===== config.mk =====
export PLATFORM = sky130hd
export DESIGN_NAME = mdu_iter_flat
export DESIGN_NICKNAME = d
export VERILOG_FILES = /design/src/rtl/mdu_iter_if.sv /design/src/rtl/mdu_iter.sv /design/src/flat_wrapper.sv
export SDC_FILE = /design/constraint.sdc
export NUM_CORES = 1
export LEC_CHECK = 0
export CAP_MARGIN = 30
export CORE_MARGIN = 1.5
export CORE_UTILIZATION = 57
export DETAILED_ROUTE_END_ITERATION = 10
export PLACE_DENSITY_LB_ADDON = 0.05
export SLEW_MARGIN = 40
export SYNTH_ARGS = -nofsm -noshare
export SYNTH_HDL_FRONTEND = slang
export SYNTH_SLANG_ARGS = --single-unit

===== constraint.sdc =====
create_clock -name clk -period 8.41 [get_ports clk]
set_input_delay 1.682 -clock clk [delete_from_list [all_inputs] [get_ports clk]]
set_output_delay 1.682 -clock clk [all_outputs]
set_load 0.05 [all_outputs]

===== src/rtl/mdu_iter_if.sv =====
// Handshake/bus bundle for the iterative multiply/divide unit.
//   master: pipeline side, drives start/op/a/b/flush and observes status/results
//   slave : the unit itself (mdu_iter)
// Signals:
//   start, op[1:0], a, b, flush        -> request side
//   busy, done, result_lo, result_hi,
//   div_by_zero                        <- status/result side
interface mdu_iter_if #(
  parameter int WIDTH = 16
);
  logic             start;
  logic [1:0]       op;
  logic [WIDTH-1:0] a;
  logic [WIDTH-1:0] b;
  logic             flush;
  logic             busy;
  logic             done;
  logic [WIDTH-1:0] result_lo;
  logic [WIDTH-1:0] result_hi;
  logic             div_by_zero;

  modport master (
    output start, op, a, b, flush,
    input  busy, done, result_lo, result_hi, div_by_zero
  );

  modport slave (
    input  start, op, a, b, flush,
    output busy, done, result_lo, result_hi, div_by_zero
  );
endinterface


===== src/rtl/mdu_iter.sv =====
// Iterative radix-2 multiply/divide unit for the EX stage.
// Ports:
//   clk  : clock, all state updates on the rising edge
//   rst  : synchronous active-high reset
//   bus  : mdu_iter_if.slave
//          start/op/a/b sampled while not busy (IDLE or DONE)
//          op: 00 MULU, 01 MULS, 10 DIVU, 11 DIVS
//          flush aborts to IDLE without a done pulse
//          busy high in RUN and FIX, done pulses in DONE
//          {result_hi,result_lo} = product, or {remainder,quotient}
//          div_by_zero flags a divide with b==0
// Signed operations run on magnitudes; the recorded signs are applied in FIX.
module mdu_iter #(
  parameter int WIDTH = 16
) (
  input  logic     clk,
  input  logic     rst,
  mdu_iter_if.slave bus
);
  localparam int CW = $clog2(WIDTH + 1);

  typedef enum logic [1:0] {IDLE, RUN, FIX, DONE} state_t;

  state_t             state_reg, state_next;
  logic [CW-1:0]      cnt_reg;
  logic               is_div_reg;
  logic               neg_lo_reg;   // negate product / quotient in FIX
  logic               neg_hi_reg;   // negate remainder in FIX
  logic [WIDTH-1:0]   mcand_reg;    // multiplicand or divisor magnitude
  logic [2*WIDTH-1:0] acc_reg;      // MUL: {hi,lo} accumulator; DIV: low half is dividend/quotient
  logic [WIDTH-1:0]   rem_reg;      // DIV partial remainder
  logic [WIDTH-1:0]   lo_reg, hi_reg;
  logic               dbz_reg;

  logic               accept;
  logic               div_zero;
  logic [WIDTH-1:0]   abs_a, abs_b;
  logic [WIDTH:0]     mul_sum;
  logic [WIDTH:0]     div_shift, div_diff;
  logic               div_ge;
  logic [2*WIDTH-1:0] prod_fix;
  logic [WIDTH-1:0]   quo_fix, rem_fix;

  always_comb begin
    accept   = bus.start && !bus.flush && (state_reg == IDLE || state_reg == DONE);
    div_zero = bus.op[1] && (bus.b == '0);
    // The most-negative value negates to itself and is then read as unsigned.
    abs_a    = (bus.op[0] && bus.a[WIDTH-1]) ? -bus.a : bus.a;
    abs_b    = (bus.op[0] && bus.b[WIDTH-1]) ? -bus.b : bus.b;

    // Shift-add: add multiplicand to the upper half when the current
    // multiplier bit (acc LSB) is set; the carry lands in the top bit.
    mul_sum  = {1'b0, acc_reg[2*WIDTH-1:WIDTH]} + (acc_reg[0] ? {1'b0, mcand_reg} : '0);

    // Restoring divide: the borrow bit of the trial subtraction decides the quotient bit.
    div_shift = {rem_reg, acc_reg[WIDTH-1]};
    div_diff  = div_shift - {1'b0, mcand_reg};
    div_ge    = ~div_diff[WIDTH];

    prod_fix = neg_lo_reg ? -acc_reg : acc_reg;
    quo_fix  = neg_lo_reg ? -acc_reg[WIDTH-1:0] : acc_reg[WIDTH-1:0];
    rem_fix  = neg_hi_reg ? -rem_reg : rem_reg;
  end

  always_comb begin
    state_next = state_reg;
    case (state_reg)
      IDLE, DONE: begin
        if (accept)                  state_next = div_zero ? DONE : RUN;
        else if (state_reg == DONE)  state_next = IDLE;
      end
      RUN:     if (cnt_reg == CW'(1)) state_next = FIX;
      FIX:     state_next = DONE;
      default: state_next = IDLE;
    endcase
    if (bus.flush) state_next = IDLE;
  end

  always_ff @(posedge clk) begin
    if (rst) begin
      state_reg  <= IDLE;
      cnt_reg    <= '0;
      is_div_reg <= 1'b0;
      neg_lo_reg <= 1'b0;
      neg_hi_reg <= 1'b0;
      mcand_reg  <= '0;
      acc_reg    <= '0;
      rem_reg    <= '0;
      lo_reg     <= '0;
      hi_reg     <= '0;
      dbz_reg    <= 1'b0;
    end else begin
      state_reg <= state_next;
      if (accept) begin
        is_div_reg <= bus.op[1];
        neg_lo_reg <= bus.op[0] & (bus.a[WIDTH-1] ^ bus.b[WIDTH-1]);
        neg_hi_reg <= bus.op[0] & bus.op[1] & bus.a[WIDTH-1];
        mcand_reg  <= bus.op[1] ? abs_b : abs_a;
        acc_reg    <= {{WIDTH{1'b0}}, (bus.op[1] ? abs_a : abs_b)};
        rem_reg    <= '0;
        cnt_reg    <= CW'(WIDTH);
        dbz_reg    <= div_zero;
        // Divide by zero completes immediately with fixed results.
        if (div_zero) begin
          lo_reg <= '1;
          hi_reg <= bus.a;
        end
      end else if (state_reg == RUN && !bus.flush) begin
        cnt_reg <= cnt_reg - CW'(1);
        if (is_div_reg) begin
          rem_reg <= div_ge ? div_diff[WIDTH-1:0] : div_shift[WIDTH-1:0];
          acc_reg <= {{WIDTH{1'b0}}, acc_reg[WIDTH-2:0], div_ge};
        end else begin
          acc_reg <= {mul_sum, acc_reg[WIDTH-1:1]};
        end
      end else if (state_reg == FIX && !bus.flush) begin
        if (is_div_reg) begin
          lo_reg <= quo_fix;
          hi_reg <= rem_fix;
        end else begin
          lo_reg <= prod_fix[WIDTH-1:0];
          hi_reg <= prod_fix[2*WIDTH-1:WIDTH];
        end
      end
    end
  end

  assign bus.busy        = (state_reg == RUN) || (state_reg == FIX);
  assign bus.done        = (state_reg == DONE);
  assign bus.result_lo   = lo_reg;
  assign bus.result_hi   = hi_reg;
  assign bus.div_by_zero = dbz_reg;
endmodule


===== src/flat_wrapper.sv =====
// flat-port wrapper written by rule: the top's interface ports become plain ports
module mdu_iter_flat 
#(
  parameter int WIDTH = 16
)
  (clk, rst, bus_start, bus_op, bus_a, bus_b, bus_flush, bus_busy, bus_done, bus_result_lo, bus_result_hi, bus_div_by_zero);
  mdu_iter_if #(.WIDTH(WIDTH)) bus_i ();
  input  logic clk;
  input  logic rst;
  input wire logic [$bits(bus_i.start)-1:0] bus_start;
  input wire logic [$bits(bus_i.op)-1:0] bus_op;
  input wire logic [$bits(bus_i.a)-1:0] bus_a;
  input wire logic [$bits(bus_i.b)-1:0] bus_b;
  input wire logic [$bits(bus_i.flush)-1:0] bus_flush;
  output wire logic [$bits(bus_i.busy)-1:0] bus_busy;
  output wire logic [$bits(bus_i.done)-1:0] bus_done;
  output wire logic [$bits(bus_i.result_lo)-1:0] bus_result_lo;
  output wire logic [$bits(bus_i.result_hi)-1:0] bus_result_hi;
  output wire logic [$bits(bus_i.div_by_zero)-1:0] bus_div_by_zero;
  assign bus_i.start = bus_start;
  assign bus_i.op = bus_op;
  assign bus_i.a = bus_a;
  assign bus_i.b = bus_b;
  assign bus_i.flush = bus_flush;
  assign bus_busy = bus_i.busy;
  assign bus_done = bus_i.done;
  assign bus_result_lo = bus_i.result_lo;
  assign bus_result_hi = bus_i.result_hi;
  assign bus_div_by_zero = bus_i.div_by_zero;
  mdu_iter #(.WIDTH(WIDTH)) u_core (.clk(clk), .rst(rst), .bus(bus_i));
endmodule

======== Yosys cells after proc, flatten, opt, wreduce, memory -nomap -nowiden ========
Cells that the tools add are included.
storage, ports and cells
  output and inout bits ................... 35
  word-level logic and storage cells ...... 83
  input bits .............................. 38
  register bits after elaboration ......... 107
operators by class
  reduce and logical (&&, ||, !) cells .... 20
  multiplexer cells ....................... 29
  bitwise gates (word level) .............. 5
  $add $sub $neg .......................... 8
  equality and inequality tests ........... 8
operator list
  cell                   number
  $mux W16               20
  $mux W32               2
  $neg A16 Y16           4
  $neg A32 Y32           1
  $add A16 B16 Y17       1
  $sub A17 B16 Y17       1
  $logic_not A16 Y1      1
  $mux W5                2
  $mux W2                4
  $logic_and A1 B1 Y1    7
  $pmux W2 S3            1
  $reduce_or A2 Y1       3
  $eq A5 B1 Y1 const B   1
  $sub A5 B1 Y5 const B  1
  $eq A2 B2 Y1 const B   2
  $ne A2 B1 Y1 const B   2
  $reduce_and A2 Y1      2
  $reduce_bool A2 Y1     2
  $and A1 B1 Y1          3
  $ne A3 B2 Y1 const B   1
  $reduce_and A3 Y1      1
  $eq A2 B1 Y1 const B   1
  $logic_not A2 Y1       1
  $logic_or A1 B1 Y1     2
  4 further kinds        4

======== Longest topological paths before layout ========
  word-level depth ........................ 6
  depth in mapped cells ................... 13
  mapped depth without buffers ............ 12

======== Worst setup path before layout ========
No wires, ideal clock.
  path type ............................... input port to flip-flop
  start point ............................. in bus_a[5]
  end point ............................... reg u_core.acc_reg[10]
  setup time .............................. 132 ps
  stages .................................. 8
  arrival time ............................ 3385 ps
  buffers on the path ..................... 0
  slack ................................... 4893 ps
  path through ............................ or4_1 -> nor3_1 -> nand2_1 -> o31ai_1 -> xor2_1 -> a21oi_1 -> o21ai_0 -> a21oi_1
between the ends
  cells in the longest elaborated chain, start to end .. 4
ends and longest elaborated chain
  item                  RTL line            text
  start, declared       flat_wrapper.sv:12  input wire logic [$bits(bus_i.a)-1:0] bus_a;
  $neg A16 Y16          mdu_iter.sv:48      abs_a = (bus.op[0] && bus.a[WIDTH-1]) ? -bus.a : bus.a;
  $mux W16              mdu_iter.sv:48
  $mux W16              mdu_iter.sv:99      acc_reg <= {{WIDTH{1'b0}}, (bus.op[1] ? abs_a : abs_b)};
  $mux W16              mdu_iter.sv:94      if (accept) begin
  end signal, assigned  mdu_iter.sv:99
  end signal, assigned  mdu_iter.sv:112     acc_reg <= {{WIDTH{1'b0}}, acc_reg[WIDTH-2:0], div_ge};
  end signal, assigned  mdu_iter.sv:114     acc_reg <= {mul_sum, acc_reg[WIDTH-1:1]};
  end, declared         mdu_iter.sv:30      logic [2*WIDTH-1:0] acc_reg;
No other way between the ends.
A chain may end at the register's enable or synchronous reset.

======== Worst setup path in the final report ========
  start point ............................. in bus_b[2]
  end point ............................... reg u_core.hi_reg[6] (netlist: u_core.bus.result_hi[6])
between the ends
  cells in the longest elaborated chain, start to end .. 4
ends and longest elaborated chain
  item                         RTL line            text
  start, declared              flat_wrapper.sv:13  input wire logic [$bits(bus_i.b)-1:0] bus_b;
  $logic_not A16 Y1            mdu_iter.sv:46      div_zero = bus.op[1] && (bus.b == '0);
  $logic_and A1 B1 Y1          mdu_iter.sv:46
  $ne A2 B2 Y1 (no line)       n/a
  $reduce_and A3 Y1 (no line)  n/a
  end signal, assigned         mdu_iter.sv:106     hi_reg <= bus.a;
  end signal, assigned         mdu_iter.sv:119     hi_reg <= rem_fix;
  end signal, assigned         mdu_iter.sv:122     hi_reg <= prod_fix[2*WIDTH-1:WIDTH];
  end, declared                mdu_iter.sv:32      logic [WIDTH-1:0] lo_reg, hi_reg;
No other way between the ends.

==> results.sh <==
export IMPL_status="finished, final reports clean"
export IMPL_grt_overflow=0
export IMPL_worstPathArrival_ns=5.01
export IMPL_ys_seq_area_share_pct=26.2
export IMPL_cts_buffers=9
export IMPL_async_flop_share_pct=0
export IMPL_place_hpwl_um=18400
export IMPL_vias_per_cell=6.19
export IMPL_multiInputGateArea_um2=5610
export IMPL_layout_min_cycle_time_ns=4.73
export IMPL_synth_ff_type="dfxtp_1"
export IMPL_synthAdderAreaFrac_pct=6.90
export IMPL_synth_warnings=0
export IMPL_rsz0062_at_grt="no"
export IMPL_final_seq_area_um2=2140
export IMPL_syn_avg_cell_area_um2=7.60
export IMPL_area_delta_synth_final_pct=12.9
export IMPL_tns_ns=0
export IMPL_syn_nets=1160
export IMPL_detail_route_antenna_nets=0
export IMPL_slew_viol_final=0
export IMPL_ys_ff_latch=107
export IMPL_place_gp_congestion=0.937
export IMPL_hold_viol=0
export IMPL_setup_viol=0
export IMPL_port_buffers=72
export IMPL_diodes=0
export IMPL_ff2ff_setup_slack_ns=4.78
export IMPL_core_area_um2=13900
export IMPL_die_h_um=123
export IMPL_cts_setup_buffers=0
export IMPL_cp_start_kind="input pin"
export IMPL_reg2reg_to="u_core.acc_reg[30]$_SDFFE_PP0P_"
export IMPL_clk_pin_slew_ns=0.08
export IMPL_path_buf_inv=2
export IMPL_hp_class="flip-flop to flip-flop"
export IMPL_yosys_area_share_simple_pct=20.0
export IMPL_synth_area_leaders="dfxtp_1 (26%), ha_1 (6.4%), nor2_1 (6.1%), a21oi_1 (5.7%), xor2_1 (5.6%)"
export IMPL_synth_top_area_cell="dfxtp_1"
export IMPL_cts_root_buf="clkbuf_16"
export IMPL_cts_resized=0
export IMPL_antenna_found_initial=0
export IMPL_initial_core_util_pct=58.8
export IMPL_powerDensity_nw_per_um2=156
export IMPL_grt_usage_pct=33.4
export IMPL_die_x_um=123
export IMPL_synth_cell_type_count=75
export IMPL_die_area_um2=15100
export IMPL_cp_end_kind="flip-flop"
export IMPL_reg2reg_from="u_core.acc_reg[0]$_SDFFE_PP0P_"
export IMPL_postCtsHoldBufs=0
export IMPL_path_depth=10
export IMPL_fin_nets=1184
export IMPL_worstMarginPinSlew_ns=0.760
export IMPL_wirelength_um=24700
export IMPL_synth_mux_area_fraction_pct=4.19
export IMPL_clock_path_buffers=2
export IMPL_post_route_period_util_pct=56.3
export IMPL_critPathTopFamily="simple AND/OR/NAND/NOR gates"
export IMPL_slew_headroom_pct=49.1
export IMPL_cts_sinks=107
export IMPL_io_pins=73
export IMPL_drv_cap=0
export IMPL_rows=43
export IMPL_first_global_vias=7104
export IMPL_drt_iter0_markers=761
export IMPL_p_total_mw=1.44
export IMPL_fin_worst_skew_ns=0.0119
export IMPL_synth_top_cell_area_share_pct=26.2
export IMPL_largest_reg_flops=32
export IMPL_synth_edf_count=0
export IMPL_crit_path_max_incr_delay_ns=0.63
export IMPL_synth_top_family_by_area="compound AO/OA/AOI/OAI gates"
export IMPL_synth_compound_area_share_pct=26.8
export IMPL_vias=7966
export IMPL_syn_area_um2=8190
export IMPL_drcViolationCount=0
export IMPL_drive_gt1_share_pct=4.97
export IMPL_rr_worst_depth=11
export IMPL_cp_slowest_cell="nor4_2"
export IMPL_drt_wirelength_per_cell_um=19.2
export IMPL_critPathLaunch="bus_b[2]"
export IMPL_cts_tree="built"
export IMPL_path_max_fanout=28
export IMPL_htree_levels=3
export IMPL_grt_max_degree=72
export IMPL_vdd_drop_max_mv=0.109
export IMPL_crit_path_cell_trace="clkdlybuf4s50_1 > nor4_4 > and2_1 > nand3b_1 > nor4_2 > o21a_1 > buf_4 > and3_1 > a21oi_1 > o32ai_1"
export IMPL_synth_cells=1078
export IMPL_fmax_mhz=211
export IMPL_first_pass_iters=5
export IMPL_clk_latency_ns=0.37
export IMPL_critPathCapture="u_core.bus.result_hi[6]$_SDFFE_PP0P_"
export IMPL_critPathKind="input pin to flip-flop"
export IMPL_grt_first_pass_wirelength_um=38800
export IMPL_n_fill_cell=1274
export IMPL_synth_xor_area_share_pct=10.4
export IMPL_power_leakage_nw=3.45
export IMPL_worstPathRequired_ns=8.69
[cell usage after synthesis, types with 8 or more instances]
cell      instances
a211oi_1         22
a21o_1           13
a21oi_1          93
a311oi_1         17
a31oi_1           9
and2_1            8
clkbuf_1         53
dfxtp_1         107
ha_1             42
inv_1            42
mux2i_1          32
nand2_1          91
nand2b_1          8
nand3_1          19
nor2_1          134
nor3_1           26
nor4_1           13
o211ai_1         22
o21ai_0          82
o31ai_1          11
o41ai_1           8
xnor2_1          43
xor2_1           52
[worst min path at each step]
| stage | to | depth (start not counted) | start |
|---|---|---|---|
| floorplan | u_core.mcand_reg[2]$_SDFFE_PP0P_ | 2 | u_core.mcand_reg[2]$_SDFFE_PP0P_ |
| global placement | u_core.mcand_reg[2]$_SDFFE_PP0P_ | 2 | u_core.mcand_reg[2]$_SDFFE_PP0P_ |
| detailed placement | u_core.mcand_reg[7]$_SDFFE_PP0P_ | 2 | u_core.mcand_reg[7]$_SDFFE_PP0P_ |
| CTS | u_core.mcand_reg[7]$_SDFFE_PP0P_ | 2 | u_core.mcand_reg[7]$_SDFFE_PP0P_ |
| global route | u_core.bus.result_hi[4]$_SDFFE_PP0P_ | 2 | u_core.bus.result_hi[4]$_SDFFE_PP0P_ |
| finish | u_core.mcand_reg[7]$_SDFFE_PP0P_ | 2 | u_core.mcand_reg[7]$_SDFFE_PP0P_ |
[cell families after synthesis]
logic type      count (synthesis)
mux                            34
compound gates                335
flops                         107
buf+inv                       114
simple gates                  348
fa+ha+maj                      44
xor+xnor                       96
[placed cells by master, fill, tap and decap left out, types with 5 or more instances in the layout]
master and count:
nand3_1 19, nor4_1 13, inv_1 42, mux2i_1 32, a21o_1 13, o22ai_1 7, nand3b_1 6, nor3_1 25
clkbuf_16 9, or3_1 5, and2_1 8, a211oi_1 22, o21ai_0 82, nand2_1 91, dfxtp_1 106, a311oi_1 17
nand4_1 5, xnor2_1 43, o31ai_1 11, nand2b_1 7, xor2_1 52, buf_4 12, o211ai_1 22, a21oi_1 93
a31oi_1 9, nor2b_1 6, o41ai_1 8, ha_1 42, nor2_1 134, o21a_1 5, clkdlybuf4s50_1 71
[where the power goes]
part | switching (mW) | internal [mW]
registers | 0.0291 | 0.534
clock network | 0.230 | 0.213
logic | 0.276 | 0.160
[stage by stage]
step / hold slack [ns] / util [%] / area [um2] / cells / worst slack, ns
after floorplan: 0.432 / - / 8190 / 1078 / 4.89
after global placement: 0.442 / 64.1 / 8930 / 1271 / 3.45
after detailed placement: 0.445 / 64.2 / 8940 / 1271 / 3.34
after CTS: 0.456 / 66.4 / 9250 / 1287 / 3.73
after global routing: 0.480 / 66.4 / 9250 / 1287 / 3.54
final: 0.454 / 66.4 / 9250 / 1287 / 3.68
[area by class of cell]
type	instances	area share, %
inverters	43	1.74
flip-flops and latches	107	23.2
repair buffers	84	8.71
multi-input cells	857	60.6
clock buffers	9	2.43
clock inverters	7	0.879
well taps	180	2.43
[metal layers]
metal,global-route usage [%],part of all wire (%)
met1,48.8,47
met2,49.7,43
met3,6.60,7.6
met4,9.30,2.1
met5,0,0
[tightest hold or removal path: cells and delay by family (launching register included)]
family	cells	cell delay [ns]
DFF	1	0.31
and+or+nand+nor	1	0.05
AOI/OAI and AO/OA	1	0.05
Power figures use the tool's default switching activity.
